**src/rtl/mdpath_mem_hs.sv**
```systemverilog
// Multi-cycle MIPS datapath with a req/ack memory sequencer, stall output and
// ack timeout. Register-file depth, reset PC and timeout are parameters.
// Optional shifter (SLL/SRL ops and the shamt A-operand) is built only when
// MDP_SHIFT_EN is defined; otherwise those ops return 0.
module mdpath_mem_hs #(
    parameter int          NREGS    = 32,
    parameter logic [31:0] RESET_PC = 32'h0000_0000,
    parameter int          TIMEOUT  = 255
) (
    input  logic        clk,
    input  logic        reset,
    input  logic        IorD,
    input  logic        IRWrite,
    input  logic        RegWrite,
    input  logic        PCWrite,
    input  logic        PCWriteCond,
    input  logic        Branch,
    input  logic        MemRead,
    input  logic        MemWrite,
    input  logic [1:0]  RegDst,
    input  logic [1:0]  MemtoReg,
    input  logic [1:0]  ALUSrcA,
    input  logic [2:0]  ALUSrcB,
    input  logic [1:0]  PCSource,
    input  logic [2:0]  ALU_operation,
    output logic        mem_req,
    output logic        mem_we,
    output logic [31:0] mem_addr,
    output logic [31:0] mem_wdata,
    input  logic [31:0] mem_rdata,
    input  logic        mem_ack,
    output logic        stall,
    output logic        mem_err,
    output logic [31:0] PC_Current,
    output logic [31:0] Inst,
    output logic        zero,
    output logic        overflow
);
    localparam int RA_W = $clog2(NREGS);

    typedef enum logic [1:0] {IDLE, BUSY, DONE} state_t;
    state_t state, state_nx;

    logic [31:0] pc, ir, mdr, alu_out;
    logic [31:0] regs [NREGS];
    logic [31:0] to_cnt, addr_q, wdata_q;
    logic        we_q, err_q;
    logic        mem_go, ack_hit, to_hit, pc_ld, rf_we;
    logic [4:0]  rs_a, rt_a, rd_a, wr_a;
    logic [31:0] rs_v, rt_v, wr_v, alu_a, alu_b, alu_y, pc_nx, imm_s, imm_z;

    assign rs_a  = ir[25:21];
    assign rt_a  = ir[20:16];
    assign rd_a  = ir[15:11];
    assign imm_s = {{16{ir[15]}}, ir[15:0]};
    assign imm_z = {16'h0, ir[15:0]};

    // Registers beyond NREGS (and r0) read as zero
    assign rs_v = (rs_a != 5'd0 && 32'(rs_a) < NREGS) ? regs[rs_a[RA_W-1:0]] : 32'h0;
    assign rt_v = (rt_a != 5'd0 && 32'(rt_a) < NREGS) ? regs[rt_a[RA_W-1:0]] : 32'h0;

    // Sequencer next state; stall covers the request cycle and all of BUSY
    always_comb begin
        state_nx = state;
        stall    = 1'b0;
        mem_go   = 1'b0;
        ack_hit  = 1'b0;
        to_hit   = 1'b0;
        case (state)
            IDLE: if (MemRead | MemWrite) begin
                mem_go   = 1'b1;
                stall    = 1'b1;
                state_nx = BUSY;
            end
            BUSY: begin
                stall = 1'b1;
                if (mem_ack) begin
                    ack_hit  = 1'b1;
                    state_nx = DONE;
                end else if (TIMEOUT != 0 && to_cnt == 32'(TIMEOUT - 1)) begin
                    to_hit   = 1'b1;
                    state_nx = DONE;
                end
            end
            DONE:    state_nx = IDLE;
            default: state_nx = IDLE;
        endcase
    end

    // Sequencer state, latched request and sticky timeout flag
    always_ff @(posedge clk or posedge reset) begin
        if (reset) begin
            state   <= IDLE;
            to_cnt  <= '0;
            we_q    <= 1'b0;
            addr_q  <= '0;
            wdata_q <= '0;
            err_q   <= 1'b0;
        end else begin
            state <= state_nx;
            if (mem_go) begin
                addr_q  <= IorD ? alu_out : pc;
                wdata_q <= rt_v;
                we_q    <= MemWrite;
                to_cnt  <= '0;
            end else if (state == BUSY) begin
                to_cnt <= to_cnt + 32'd1;
            end
            if (to_hit) err_q <= 1'b1;
        end
    end

    // MDR/IR load only when a read completes with ack
    always_ff @(posedge clk or posedge reset) begin
        if (reset) begin
            mdr <= '0;
            ir  <= '0;
        end else if (ack_hit && !we_q) begin
            mdr <= mem_rdata;
            if (IRWrite) ir <= mem_rdata;
        end
    end

    // A-operand mux; shamt source exists only with the shifter
    always_comb begin
        alu_a = pc;
        case (ALUSrcA)
            2'd0: alu_a = pc;
            2'd1: alu_a = rs_v;
            2'd2: alu_a = rt_v;
`ifdef MDP_SHIFT_EN
            2'd3: alu_a = {27'h0, ir[10:6]};
`else
            2'd3: alu_a = 32'h0;
`endif
            default: alu_a = pc;
        endcase
    end

    // B-operand mux
    always_comb begin
        alu_b = 32'h0;
        case (ALUSrcB)
            3'd0:    alu_b = rt_v;
            3'd1:    alu_b = 32'd4;
            3'd2:    alu_b = imm_s;
            3'd3:    alu_b = imm_z;
            3'd4:    alu_b = {imm_s[29:0], 2'b00};
            default: alu_b = 32'h0;
        endcase
    end

    // ALU; overflow reported for ADD/SUB only
    always_comb begin
        alu_y    = 32'h0;
        overflow = 1'b0;
        case (ALU_operation)
            3'b000: alu_y = alu_a & alu_b;
            3'b001: alu_y = alu_a | alu_b;
            3'b010: begin
                alu_y    = alu_a + alu_b;
                overflow = (alu_a[31] == alu_b[31]) && (alu_y[31] != alu_a[31]);
            end
            3'b110: begin
                alu_y    = alu_a - alu_b;
                overflow = (alu_a[31] != alu_b[31]) && (alu_y[31] != alu_a[31]);
            end
            3'b111: alu_y = {31'h0, $signed(alu_a) < $signed(alu_b)};
            3'b100: alu_y = ~(alu_a | alu_b);
`ifdef MDP_SHIFT_EN
            3'b011: alu_y = alu_b << alu_a[4:0];
            3'b101: alu_y = alu_b >> alu_a[4:0];
`endif
            default: alu_y = 32'h0;
        endcase
    end

    assign zero = (alu_y == 32'h0);

    // Next-PC source, register-file write address and write data
    always_comb begin
        pc_nx = alu_y;
        case (PCSource)
            2'd0: pc_nx = alu_y;
            2'd1: pc_nx = alu_out;
            2'd2: pc_nx = {pc[31:28], ir[25:0], 2'b00};
            2'd3: pc_nx = rs_v;
            default: pc_nx = alu_y;
        endcase
        wr_a = 5'd0;
        case (RegDst)
            2'd0:    wr_a = rt_a;
            2'd1:    wr_a = rd_a;
            2'd2:    wr_a = 5'd31;
            default: wr_a = 5'd0;
        endcase
        wr_v = alu_out;
        case (MemtoReg)
            2'd0: wr_v = alu_out;
            2'd1: wr_v = mdr;
            2'd2: wr_v = {ir[15:0], 16'h0};
            2'd3: wr_v = pc;
            default: wr_v = alu_out;
        endcase
    end

    assign pc_ld = (((zero == Branch) & PCWriteCond) | PCWrite) & ~stall;
    assign rf_we = RegWrite & ~stall & (wr_a != 5'd0) & (32'(wr_a) < NREGS);

    // PC and ALUOut hold while the controller is stalled
    always_ff @(posedge clk or posedge reset) begin
        if (reset) begin
            pc      <= RESET_PC;
            alu_out <= '0;
        end else if (!stall) begin
            alu_out <= alu_y;
            if (pc_ld) pc <= pc_nx;
        end
    end

    // Register file: synchronous write, so same-cycle reads see the old value
    always_ff @(posedge clk or posedge reset) begin
        if (reset) begin
            for (int i = 0; i < NREGS; i++) regs[i] <= '0;
        end else if (rf_we) begin
            regs[wr_a[RA_W-1:0]] <= wr_v;
        end
    end

    assign mem_req    = (state == BUSY);
    assign mem_we     = we_q & mem_req;
    assign mem_addr   = addr_q;
    assign mem_wdata  = wdata_q;
    assign mem_err    = err_q;
    assign PC_Current = pc;
    assign Inst       = ir;
endmodule

```
**config.mk**
```make
export PLATFORM = sky130hd
export DESIGN_NAME = mdpath_mem_hs
export DESIGN_NICKNAME = d
export VERILOG_FILES = /design/src/rtl/mdpath_mem_hs.sv
export SDC_FILE = /design/constraint.sdc
export NUM_CORES = 2
export LEC_CHECK = 0
export CAP_MARGIN = 20
export CORE_UTILIZATION = 30
export DETAILED_ROUTE_END_ITERATION = 10
export SETUP_SLACK_MARGIN = 0.15
export SLEW_MARGIN = 20
export SYNTH_ARGS = -nofsm -noshare
export SYNTH_HDL_FRONTEND = slang
export SYNTH_SLANG_ARGS = --single-unit
export TNS_END_PERCENT = 5
```
**constraint.sdc**
```tcl
create_clock -name clk -period 52.7 [get_ports clk]
set_input_delay 10.54 -clock clk [delete_from_list [all_inputs] [get_ports clk]]
set_output_delay 10.54 -clock clk [all_outputs]
set_load 0.01 [all_outputs]
```
==> results.md <==
* GR Util met1 at 31.1%
* Num CTS Buffers at 145
* Crit path capture type: primary output
* M3 GR Usage at 6.06%
* Post-CTS setup buffers at 0
* Area share of the largest cell type after synthesis at 44.4%
* Setup TNS at 0 ps
* Area after DPL at 75600 sq um
* Critical path's largest stage delay at 910 ps
* Peak VDD IR at 0.0000636 V
* DP HPWL at 176 mm
* Async set or reset register ratio after synthesis at 100%
* Vias in the first global route at 55638
* Setup repair after global routing missed its margin: no
* Mapped cell area at 70600 sq um
* Cell taking the most area after synthesis: dfrtp_1
* Placeable Area at 233000 sq um
* Slowest CP cell: clkdlybuf4s50_1
* Wire length per cell at 27.9 um
* Fin area at 80500 sq um
* Max Root-Sink Buffers at 3
* Place WS at 24780 ps
* Worst R2R Path Depth at 23
* H-Tree Depth at 4
* Post-synth cell types at 91
* Reg-to-Reg Start: Inst[16]$_DFFE_PP0P_
* Rows at 177
* # hold bufs at CTS at 0
* DRC viols at 0
* Chip Width at 487 um
* CTS tree: done
* F_max at 0.0356 GHz
* CP Cell Sequence: clkdlybuf4s50_1 > nor2_1 > and2_0 > nand2_1 > o21a_1 > ha_1 > a21o_1 > a211oi_1 > o311ai_0 > o21ai_0 > o21a_1 > mux2i_1 > o211ai_1 > nor4_1 > nand4_1 > or2_1 > inv_1 > clkdlybuf4s50_1
* Final setup margin at 24600 ps
* Worst-skew pair later-pin latency at 840 ps
* Largest cells by area after synthesis: dfrtp_1 (44%), mux4_2 (16%), o21ai_0 (8.0%), nand2_1 (7.1%), mux2i_1 (4.0%)
* Crit share post-route at 53.3%
* Vias per std cell at 5.77
* Final Hold Vio Count at 0
* Post-DRT Antenna Nets at 0
* FF-to-FF End: PC_Current[24]$_DFFE_PP0P_
* Hold slack at 395 ps
* Status: completed
* Layout Nets at 6820
* Worst min path class: flip-flop to flip-flop
* Starting Density at 30.3%
* Worst EP arrival at 17560 ps
* Final Util at 34.5%
* Post-synth EDFFs at 0
* Slew margin rel. at 7.80%
* Hold wc startpoint: regs[1003]$_DFFE_PP0P_
* PortBufs at 190
* Synthesized area per cell at 10.4 sq um
* Crit-path max FO at 22
* Worst Hold Endpoint: regs[1003]$_DFFE_PP0P_
* CTS Sinks at 1252
* Leak at 34.2 nW
* Yosys warns at 0
* Seq/Total Area, Yosys at 44.4%
* Cell count after synthesis at 6802
* WL final at 276 mm
* Met2 Resource Use GR at 34.6%
* Crit path launch type: input port
* Dpl cells at 9641
* Post-Syn Nets at 6965
* Clock Skew at 62.9 ps
* Largest net degree at the start of global routing at 166
* Total number of vias at 57215
* Hold Path Stages at 0
* Total power at 4.83 mW
* Setup slack, reg-to-reg at 41700 ps
* GRT Max-Usage Layer: met2
* Layout overhead on the synthesized area at 14.1%
* Max Cap Viol at 0
* Tot GR Track Use at 23.0%
* Max Slew Vio Count at 0
* Initial antenna violation count at 13
* # resized after CTS at 0
* Crit path time final at 28100 ps
* Root Buffer Master: clkbuf_16
* Final GP Congestion at 0.988
* Worst-path clk slew at 50 ps
* Final non-filler cell total at 9910
* Tightest Pin Transition at 1340 ps
* CP required at 42160 ps
* Main synth FF type: dfrtp_1
* GR Overflow Total at 0
* Top Ports at 191
* Power Density at 60.0 nW/um^2
* First drt pass iteration count at 5
* Fillers at 23177
* Die Y at 487 um
* Iter 0 DRT Violations at 6780
* First-pass GRT wire length at 401 mm
* CP Class: input port to primary output
* Synth Register Bits at 1252
* Layout cells sized above 1 at 18.1%
* Final setup violation count at 0
* Die area at 237000 sq um
[worst max-delay path: cells and delay by family]
kind,cells,cell delay (ps)
AO/OA/AOI/OAI,7,2350
adder cells (fa/ha/maj),1,490
buffers and inverters,3,1660
multiplexers,1,370
AND/OR/NAND/NOR,6,2140
[sequential cells by signal, summed over array words and instances, names as in the netlist]
register    flops
mem_wdata      32
mem_err         1
state           2
regs         1024
mem_addr       32
we_q            1
alu_out        32
mdr            32
PC_Current     32
Inst           32
to_cnt         32
[cell families after synthesis]
family,synth area share (%)
fa+ha+maj,1.90
mux,23.4
compound gates,14.6
xor+xnor,0.161
buf+inv,4.32
flops,44.4
simple gates,11.2
[worst max path at each step]
stage | to | startpoint
detailed placement | zero | ALUSrcB[1]
CTS | zero | ALUSrcB[1]
finish | zero | ALUSrcB[1]
floorplan | Inst[0]$_DFFE_PP0P_ | reset
global route | zero | ALUSrcB[1]
global placement | zero | ALUSrcB[1]
[routing by layer]
metal / wire, um / vias up
met4: 12400 / 6
met2: 121000 / 3041
met1: 114000 / 29196
met3: 28400 / 571
li1: - / 24401
met5: 41 / -
[area by class of cell]
type                            instances  area [sq um]  area share [%]
Antenna cell                            1          2.50         0.00311
Timing Repair Buffer                  362          3280            4.07
Inverter                              128           488           0.606
Multi-Input combinational cell       4768         36600            45.5
Tap cell                             3132          3920            4.87
Sequential cell                      1252         31400            39.0
Clock buffer                          216          4250            5.28
Clock inverter                         51           591           0.733
[cell usage in the layout (no fill, tap or decap), drive strengths merged, types with 180 or more instances in the layout]
cell type	Yosys	final
mux2	202	202
nand2	1340	1340
nor2	192	192
mux4	501	501
buf	129	180
o21ai	1128	1128
mux2i	285	285
clkdlybuf4s50	0	182
dfrtp	1252	1252
clkbuf	525	216
[report_power, final]
group	switching, mW	leakage [nW]	internal [mW]
Sequential	0.293	17.0	1.23
Combinational	1.38	14.8	0.884
Clock	0.432	2.38	0.606
Total	2.11	34.2	2.72
[synthesized netlist by cell type (all sizes together), types with 16 or more instances]
library cell	n
o211ai	26
o31ai	20
buf	129
and3	21
a22o	35
mux4	501
a21oi	158
nand4	18
nand2b	17
o22ai	65
o21bai	16
o221ai	53
a22oi	26
inv	124
clkbuf	525
mux2i	285
nand2	1340
nor4	40
a211oi	21
a211o	25
a221oi	40
o21a	18
a21o	34
nor2	192
mux2	202
ha	104
nor3	98
or3	19
nand3	47
dfrtp	1252
nor2b	43
and2	18
o21ai	1128
No activity file was read; power rests on OpenSTA's default activity.
